File: src/rtl/prim_fifo_wr_arb.sv
// prim_fifo_wr_arb
// ----------------------------------------------------------------------------
// Round-robin write arbiter that shares one prim_fifo_sync write port among
// NumReq requesters. Each accepted word is tagged with its source ID. With
// PRIM_FIFO_ARB_QUOTA_EN defined, per-source occupancy counters are kept from
// accepts and pops, and a source holding Quota entries in the FIFO is masked
// from arbitration. Without the macro the counters are absent, every valid
// request is eligible and occ_o is tied to zero.
//
// Ports:
//   clk_i, rst_i      clock, synchronous active-high reset
//   clr_i             synchronous flush, pulsed together with the FIFO clear
//   req_valid_i       per-requester valid
//   req_ready_o       per-requester ready (one-hot or zero)
//   req_data_i        per-requester data, requester i at [i*Width +: Width]
//   fifo_wvalid_o     to FIFO wvalid_i
//   fifo_wready_i     from FIFO wready_o
//   fifo_wdata_o      granted data, zero when fifo_wvalid_o is low
//   fifo_wid_o        granted source ID, zero when fifo_wvalid_o is low
//   fifo_pop_i        FIFO rvalid_o & rready_i
//   fifo_pop_id_i     ID field of the entry being popped
//   occ_o             per-source resident count, source i at [i*CntW +: CntW]
//   dbg_state_o       FSM state (0 = IDLE, 1 = HOLD)
//   dbg_ptr_o         round-robin pointer
//
// Handshake: a requester raises req_valid_i with stable data and keeps both
// until it sees req_ready_o high at a clock edge; that edge is the transfer.
// The FIFO side follows the same rule with fifo_wvalid_o/fifo_wready_i.
// ----------------------------------------------------------------------------
module prim_fifo_wr_arb #(
    parameter int NumReq    = 4,
    parameter int Width     = 16,
    parameter int FifoDepth = 4,
    parameter int Quota     = 2,
    localparam int IdW      = (NumReq > 1) ? $clog2(NumReq) : 1,
    localparam int CntW     = $clog2(FifoDepth + 1)
) (
    input  logic                     clk_i,
    input  logic                     rst_i,
    input  logic                     clr_i,
    input  logic [NumReq-1:0]        req_valid_i,
    output logic [NumReq-1:0]        req_ready_o,
    input  logic [NumReq*Width-1:0]  req_data_i,
    output logic                     fifo_wvalid_o,
    input  logic                     fifo_wready_i,
    output logic [Width-1:0]         fifo_wdata_o,
    output logic [IdW-1:0]           fifo_wid_o,
    input  logic                     fifo_pop_i,
    input  logic [IdW-1:0]           fifo_pop_id_i,
    output logic [NumReq*CntW-1:0]   occ_o,
    output logic [0:0]               dbg_state_o,
    output logic [IdW-1:0]           dbg_ptr_o
);

    localparam logic [0:0] ST_IDLE = 1'b0;
    localparam logic [0:0] ST_HOLD = 1'b1;

    logic [0:0]        state_q, state_d;
    logic [IdW-1:0]    ptr_q, ptr_d;
    logic [IdW-1:0]    hold_id_q, hold_id_d;

    logic [NumReq-1:0] eligible;
    logic              idle_found;
    logic [IdW-1:0]    idle_win;
    logic [IdW-1:0]    grant_id;
    logic [IdW-1:0]    next_ptr;
    logic              wvalid_int;
    logic              accept;
    logic [Width-1:0]  req_data_arr [NumReq];

    always_comb begin
        for (int i = 0; i < NumReq; i++) begin
            req_data_arr[i] = req_data_i[i*Width +: Width];
        end
    end

    // First eligible requester at or after the pointer, searching cyclically.
    always_comb begin
        int cand;
        cand       = 0;
        idle_found = 1'b0;
        idle_win   = '0;
        for (int k = 0; k < NumReq; k++) begin
            cand = int'(ptr_q) + k;
            if (cand >= NumReq) begin
                cand = cand - NumReq;
            end
            if (!idle_found && eligible[IdW'(cand)]) begin
                idle_found = 1'b1;
                idle_win   = IdW'(cand);
            end
        end
    end

    // HOLD keeps the grant on the latched requester no matter what the other
    // requesters or the quota do, so the presented word never changes under
    // a stalled FIFO.
    assign grant_id   = (state_q == ST_HOLD) ? hold_id_q : idle_win;
    assign wvalid_int = !(rst_i || clr_i) &&
                        ((state_q == ST_HOLD) || idle_found);
    assign accept     = wvalid_int && fifo_wready_i;
    assign next_ptr   = (grant_id == IdW'(NumReq - 1)) ? '0 : grant_id + 1'b1;

    always_comb begin
        req_ready_o = '0;
        for (int i = 0; i < NumReq; i++) begin
            req_ready_o[i] = accept && (grant_id == IdW'(i));
        end
    end

    assign fifo_wvalid_o = wvalid_int;
    assign fifo_wdata_o  = wvalid_int ? req_data_arr[grant_id] : '0;
    assign fifo_wid_o    = wvalid_int ? grant_id : '0;
    assign dbg_state_o   = state_q;
    assign dbg_ptr_o     = ptr_q;

    always_comb begin
        state_d   = state_q;
        ptr_d     = ptr_q;
        hold_id_d = hold_id_q;
        if (state_q == ST_IDLE) begin
            if (idle_found) begin
                if (fifo_wready_i) begin
                    ptr_d = next_ptr;
                end else begin
                    state_d   = ST_HOLD;
                    hold_id_d = idle_win;
                end
            end
        end else if (fifo_wready_i) begin
            ptr_d   = next_ptr;
            state_d = ST_IDLE;
        end
    end

    always_ff @(posedge clk_i) begin
        if (rst_i || clr_i) begin
            state_q   <= ST_IDLE;
            ptr_q     <= '0;
            hold_id_q <= '0;
        end else begin
            state_q   <= state_d;
            ptr_q     <= ptr_d;
            hold_id_q <= hold_id_d;
        end
    end

`ifdef PRIM_FIFO_ARB_QUOTA_EN
    logic [CntW-1:0]   occ_q [NumReq];
    logic [CntW-1:0]   occ_d [NumReq];
    logic [NumReq-1:0] inc_vec;
    logic [NumReq-1:0] dec_vec;

    // Eligibility uses the registered count, so a pop frees a slot for its
    // source only from the following cycle.
    always_comb begin
        for (int i = 0; i < NumReq; i++) begin
            eligible[i] = req_valid_i[i] && (occ_q[i] < CntW'(Quota));
            inc_vec[i]  = accept && (grant_id == IdW'(i));
            dec_vec[i]  = fifo_pop_i && (fifo_pop_id_i == IdW'(i));
        end
    end

    // Same-source push and pop cancel; otherwise each applies, saturating.
    always_comb begin
        for (int i = 0; i < NumReq; i++) begin
            occ_d[i] = occ_q[i];
            if (inc_vec[i] && !dec_vec[i] && (occ_q[i] != CntW'(FifoDepth))) begin
                occ_d[i] = occ_q[i] + 1'b1;
            end else if (dec_vec[i] && !inc_vec[i] && (occ_q[i] != '0)) begin
                occ_d[i] = occ_q[i] - 1'b1;
            end
        end
    end

    always_ff @(posedge clk_i) begin
        for (int i = 0; i < NumReq; i++) begin
            if (rst_i || clr_i) begin
                occ_q[i] <= '0;
            end else begin
                occ_q[i] <= occ_d[i];
            end
        end
    end

    always_comb begin
        for (int i = 0; i < NumReq; i++) begin
            occ_o[i*CntW +: CntW] = occ_q[i];
        end
    end

`ifndef SYNTHESIS
    pop_not_at_zero_a: assert property (@(posedge clk_i) disable iff (rst_i || clr_i)
        fifo_pop_i |-> (occ_q[fifo_pop_id_i] != '0));
`endif
`else
    assign eligible = req_valid_i;
    assign occ_o    = '0;

    // Read-side observation only matters when occupancy is tracked.
    logic unused_pop;
    assign unused_pop = ^{fifo_pop_i, fifo_pop_id_i};
`endif

`ifndef SYNTHESIS
    for (genvar g = 0; g < NumReq; g++) begin : g_req_stable
        req_stable_a: assert property (@(posedge clk_i) disable iff (rst_i || clr_i)
            (req_valid_i[g] && !req_ready_o[g]) |=>
            (req_valid_i[g] && $stable(req_data_i[g*Width +: Width])));
    end
`endif

endmodule

File: config.mk
export PLATFORM = sky130hd
export DESIGN_NAME = prim_fifo_wr_arb
export DESIGN_NICKNAME = d
export VERILOG_FILES = /design/src/rtl/prim_fifo_wr_arb.sv
export SDC_FILE = /design/constraint.sdc
export NUM_CORES = 1
export LEC_CHECK = 0
export BUFFER_PORTS_ARGS = -buffer_cell sky130_fd_sc_hd__buf_2
export CELL_PAD_IN_SITES_DETAIL_PLACEMENT = 1
export CELL_PAD_IN_SITES_GLOBAL_PLACEMENT = 1
export CORE_MARGIN = 2
export CORE_UTILIZATION = 22
export DETAILED_ROUTE_END_ITERATION = 8
export PLACE_DENSITY = 0.92
export SYNTH_ARGS = -nofsm -noshare
export SYNTH_HDL_FRONTEND = slang
export SYNTH_SLANG_ARGS = --single-unit
File: constraint.sdc
create_clock -name clk_i -period 2.2 [get_ports clk_i]
set_input_delay 0.11 -clock clk_i [delete_from_list [all_inputs] [get_ports clk_i]]
set_output_delay 0.11 -clock clk_i [all_outputs]
set_load 0.02 [all_outputs]
* Yosys cells after proc, flatten, opt, wreduce, memory -nomap -nowiden
Index checks and enable logic that the tools add are counted.
** Cells by class
- Add/sub/neg operators :: 8
- Order comparisons :: 9
- Equal/unequal tests :: 3
- Multiplexer cells :: 37
- Bitwise gates (word level) :: 3
- Reduce and logical (&&, ||, !) cells :: 18
** Operators by type and width (count)
- $mux W16 :: 3
- $bmux W16 S2 :: 1
- $mux W2 :: 14
- $lt A2 B4 Y1 const B :: 4
- $mux W1 :: 15
- $ge A3 B3 Y1 const B :: 4
- $logic_and A1 B1 Y1 :: 9
- $bmux W1 S2 :: 4
- $sub A2 B1 Y2 const B :: 4
- $add A2 B2 Y3 const B :: 2
- $eq A2 B2 Y1 const B :: 2
- $logic_not A1 Y1 :: 4
- $add A2 B1 Y3 const B :: 1
- $ge A2 B3 Y1 const B :: 1
- $not A2 Y3 :: 1
- $reduce_and A3 Y1 :: 1
- $add A2 B1 Y2 const B :: 1
- $eq A2 B1 Y1 const B :: 1
- $logic_not A2 Y1 :: 1
- $logic_or A1 B1 Y1 :: 2
- $not A1 Y1 :: 2
- $reduce_bool A2 Y1 :: 1
** Storage, ports and cells
- Bits in registers :: 5
- Input bits :: 75
- Output and inout bits :: 38
- Logic and storage cells :: 81

* Longest topological paths before layout
- Depth after elaboration :: 21
- Gate-level depth with buffers :: 11
- Mapped depth without buffers :: 9

* Least setup slack after synthesis
OpenSTA, ideal clock, no wires.
- Path type :: reg2out
- Start point :: register ptr_q[1] (netlist: dbg_ptr_o[1])
- End point :: output port fifo_wdata_o[10]
- Arrival time :: 1.957 ns
- Data required time :: 2.090 ns
- Setup slack :: 0.133 ns
- Stages on the path, launching flop included :: 8
- Path buffers :: 2
- Cell sequence :: dfxtp_1 > mux2_4 > a221oi_2 > a22oi_2 > buf_6 > buf_8 > mux2i_1 > o22ai_1
** On the way
- Word-level cells in the longest chain between the ends :: 21
- Elaborated cells between the ends (all ways) :: 49
- Those cells by class :: add/sub: 7; order compare: 4; mux: 29; bitwise: 1; reduce/logical: 8
** Ends and longest elaborated chain
- from (decl) :: RTL line 59 : logic [IdW-1:0] ptr_q, ptr_d;
- from (signal assigned) :: RTL line 143 : ptr_q <= ptr_d;
- branches (longest 20 deep; another with $add A2 B1 Y3)
- $mux W16 (*) :: RTL line 112 : assign fifo_wdata_o = wvalid_int ? req_data_arr[grant_id] : '0;
- to (decl) :: RTL line 46 : output logic [Width-1:0] fifo_wdata_o,
Every way passes the cells marked *. The select of a mux whose other input is x is not followed.

* Worst setup path in the final report
- Start point :: register ptr_q[1] (netlist: dbg_ptr_o[1])
- End point :: output port fifo_wdata_o[11]
The elaborated chain is that of the path after synthesis.

==> impl_metrics.json <==
{
  "finalHoldViolCount": 0,
  "drtAntennaViolNets": 0,
  "cts_made_buffers": 3,
  "ys_seq_area_share_pct": 9.86,
  "cellPowerDensity_mw_per_mm2": 403,
  "rows": 24,
  "synthesis.area_mm2": 0.00101,
  "start_util_pct": 23.1,
  "use_met2_pct": 28.1,
  "final_cells": 278,
  "drc": 0,
  "worstSetupPathType": "register to output port",
  "cpPeakStageDelay_ns": 0.37,
  "busiest_layer": "met2",
  "violations": "setup timing",
  "drv_cap": 0,
  "required_ns": 2.09,
  "slew_violations": 0,
  "use_met3_pct": 5.69,
  "viasPerCell": 4.67,
  "period_minus_slack_ns": 2.22,
  "dp.cells": 267,
  "synth_edf_count": 0,
  "synth_seq_cells": 5,
  "synth_compound_area_share_pct": 17.6,
  "fmax_ghz": 0.451,
  "total_power_w": 0.000682,
  "ys_types": 29,
  "die_h_um": 71.9,
  "worst_slack_ns": -0.0197,
  "synth_adder_area_share_pct": 4.93,
  "synth_flop_cell": "dfxtp_1",
  "synth_largest_area_cell": "mux2i_1",
  "antenna_found_initial": 1,
  "synth_xor_xnor_area_share_pct": 0,
  "async_flop_share_pct": 0,
  "wl_mm": 4.25,
  "fin_util_pct": 38.6,
  "die-area_mm2": 0.00517,
  "fin_nets": 306,
  "avgSynthCellArea_um2": 8.32,
  "synth_top_family_by_area": "multiplexers",
  "worst_hold_path_type": "primary input to register",
  "setup_viol": 3,
  "grt_pass1_wl_mm": 5.83,
  "synth-simple-area-share_pct": 12.6,
  "root_buffer": "clkbuf_8",
  "synthTopCellsByCount": "35 x mux2i_1, 16 x o22ai_1, 12 x buf_4, 10 x nor2_1, 6 x inv_1",
  "status": "finished, violations left",
  "gp_congestion": 0.720,
  "crit_arrival_ns": 2.11,
  "clk_pin_slew_ns": 0.04,
  "die_x_um": 71.9,
  "drive_above_1_share_pct": 54.0,
  "cts.path.max_buffers": 2,
  "drt_iter0_markers": 21,
  "end_kind": "output port",
  "power.leakage_nw": 1.02,
  "io_buffers": 97,
  "synth.top_cell.area_share_pct": 34.5,
  "grt_pass1_vias": 1308,
  "rsz0062_at_grt": "true",
  "syn_inst": 122,
  "muxShareOfSynthArea_pct": 36.0,
  "seq_area_um2": 104,
  "ir_drop_mv": 0.334,
  "fin_crit_sh_pct": 101,
  "crit_chain": "mux2_4, a221oi_4, a22oi_2, buf_6, buf_8, mux2i_1, o22ai_1, buf_4",
  "fin_skew_ns": 0.00102,
  "diodes": 0,
  "htree_levels": 1,
  "dr.pass1.iters": 3,
  "synth_most_common_cell": "mux2i_1",
  "area_growth_pct": 67.0,
  "grt_use_met1_pct": 13.6,
  "ioPinCount": 113,
  "multi_input_area_um2": 796,
  "yosysWarnings": 0,
  "n_fill_cell": 570,
  "synthTopCellsByArea": "mux2i_1 35%, dfxtp_1 9.9%, o22ai_1 9.9%, buf_4 8.9%, ha_1 4.9%",
  "clock_latency_ns": 0.22,
  "hpwl_mm": 3.17,
  "start_kind": "register",
  "cts_tree": "yes",
  "grt_start_max_net_pins": 23,
  "cts.sinks": 5,
  "critPathMaxFanout": 7,
  "vias": 1297,
  "grt-ovfl-total": 0,
  "wl_per_cell_um": 15.3,
  "coreArea_mm2": 0.00438,
  "worst_path_max_delay_cell": "dfxtp_4",
  "grt_use_total_pct": 14.0
}
[layout make-up]
cell class	count	area share, %
repair buffers	108	39.1
multi-input cells	103	47.0
flip-flops and latches	5	6.13
well taps	52	3.84
inverters	6	1.33
clock buffers	4	2.66
[critical path: cells and delay by family (launching register included)]
kind | cells | cell delay [ns]
buffers and inverters | 3 | 0.48
muxes | 2 | 0.43
DFF | 1 | 0.37
AOI/OAI and AO/OA | 3 | 0.59
[state kept, by name, summed over array words and instances (netlist names)]
register	cells
dbg_ptr_o	2
hold_id_q	2
dbg_state_o	1
[worst paths after layout]
path	from	to	slack, ns	depth (start not counted)
setup / recovery	dbg_ptr_o[1]$_SDFFE_PP0P_	fifo_wdata_o[11]	-0.02	8
hold / removal	fifo_wready_i	dbg_state_o$_SDFF_PP0_	0.14	2
setup reg to reg	dbg_ptr_o[1]$_SDFFE_PP0P_	dbg_ptr_o[1]$_SDFFE_PP0P_	0.29	9
hold reg to reg	hold_id_q[0]$_SDFFE_PP0P_	hold_id_q[0]$_SDFFE_PP0P_	0.51	2
[stage by stage]
stage	setup slack (ns)	hold WS (ns)	setup TNS, ns	area [um2]
floorplan	0.133	0.182	0	1060
global placement	0.170	0.358	0	1470
detailed placement	0.130	0.361	0	1470
CTS	0.00322	0.127	0	1530
global route	-0.123	0.161	-1.33	1690
finish	-0.0197	0.138	-0.0385	1690
[cells by family (layout without fill, tap and decap cells)]
family          Yosys count  after routing
compound gates           27             27
simple gates             24             24
flops                     5              5
mux                      36             36
other cells               1             12
fa+ha+maj                 4              4
buf+inv                  25            118
[per-layer routing]
layer / wire (um) / vias to the layer above
li1: - / 634
met3: 398 / 4
met2: 2210 / 68
met5: 20 / -
met1: 1610 / 589
met4: 11 / 2
[report_power, final]
part / total [W] / switching [W] / internal, W
registers: 0.0000995 / 0.00000513 / 0.0000944
clock network: 0.000170 / 0.0000455 / 0.000124
logic: 0.000412 / 0.000208 / 0.000204
[timing repair]
item / 4_1_cts / 5_1_grt
hold buffers: 0 / 0
setup buffers: 0 / 4
gates resized for setup: 3 / 32
cloned: 0 / 3
pin swaps: 0 / 4
endpoints found under the setup margin: 18 / 18
[cell usage in the layout, fill, tap and decap left out, types with 4 or more instances in the layout]
| master | count |
|---|---|
| buf_2 | 82 |
| dfxtp_1 | 4 |
| inv_1 | 5 |
| mux2i_1 | 35 |
| nor2_1 | 10 |
| conb_1 | 12 |
| o22ai_1 | 16 |
| buf_4 | 19 |
Power figures use the tool's default switching activity.
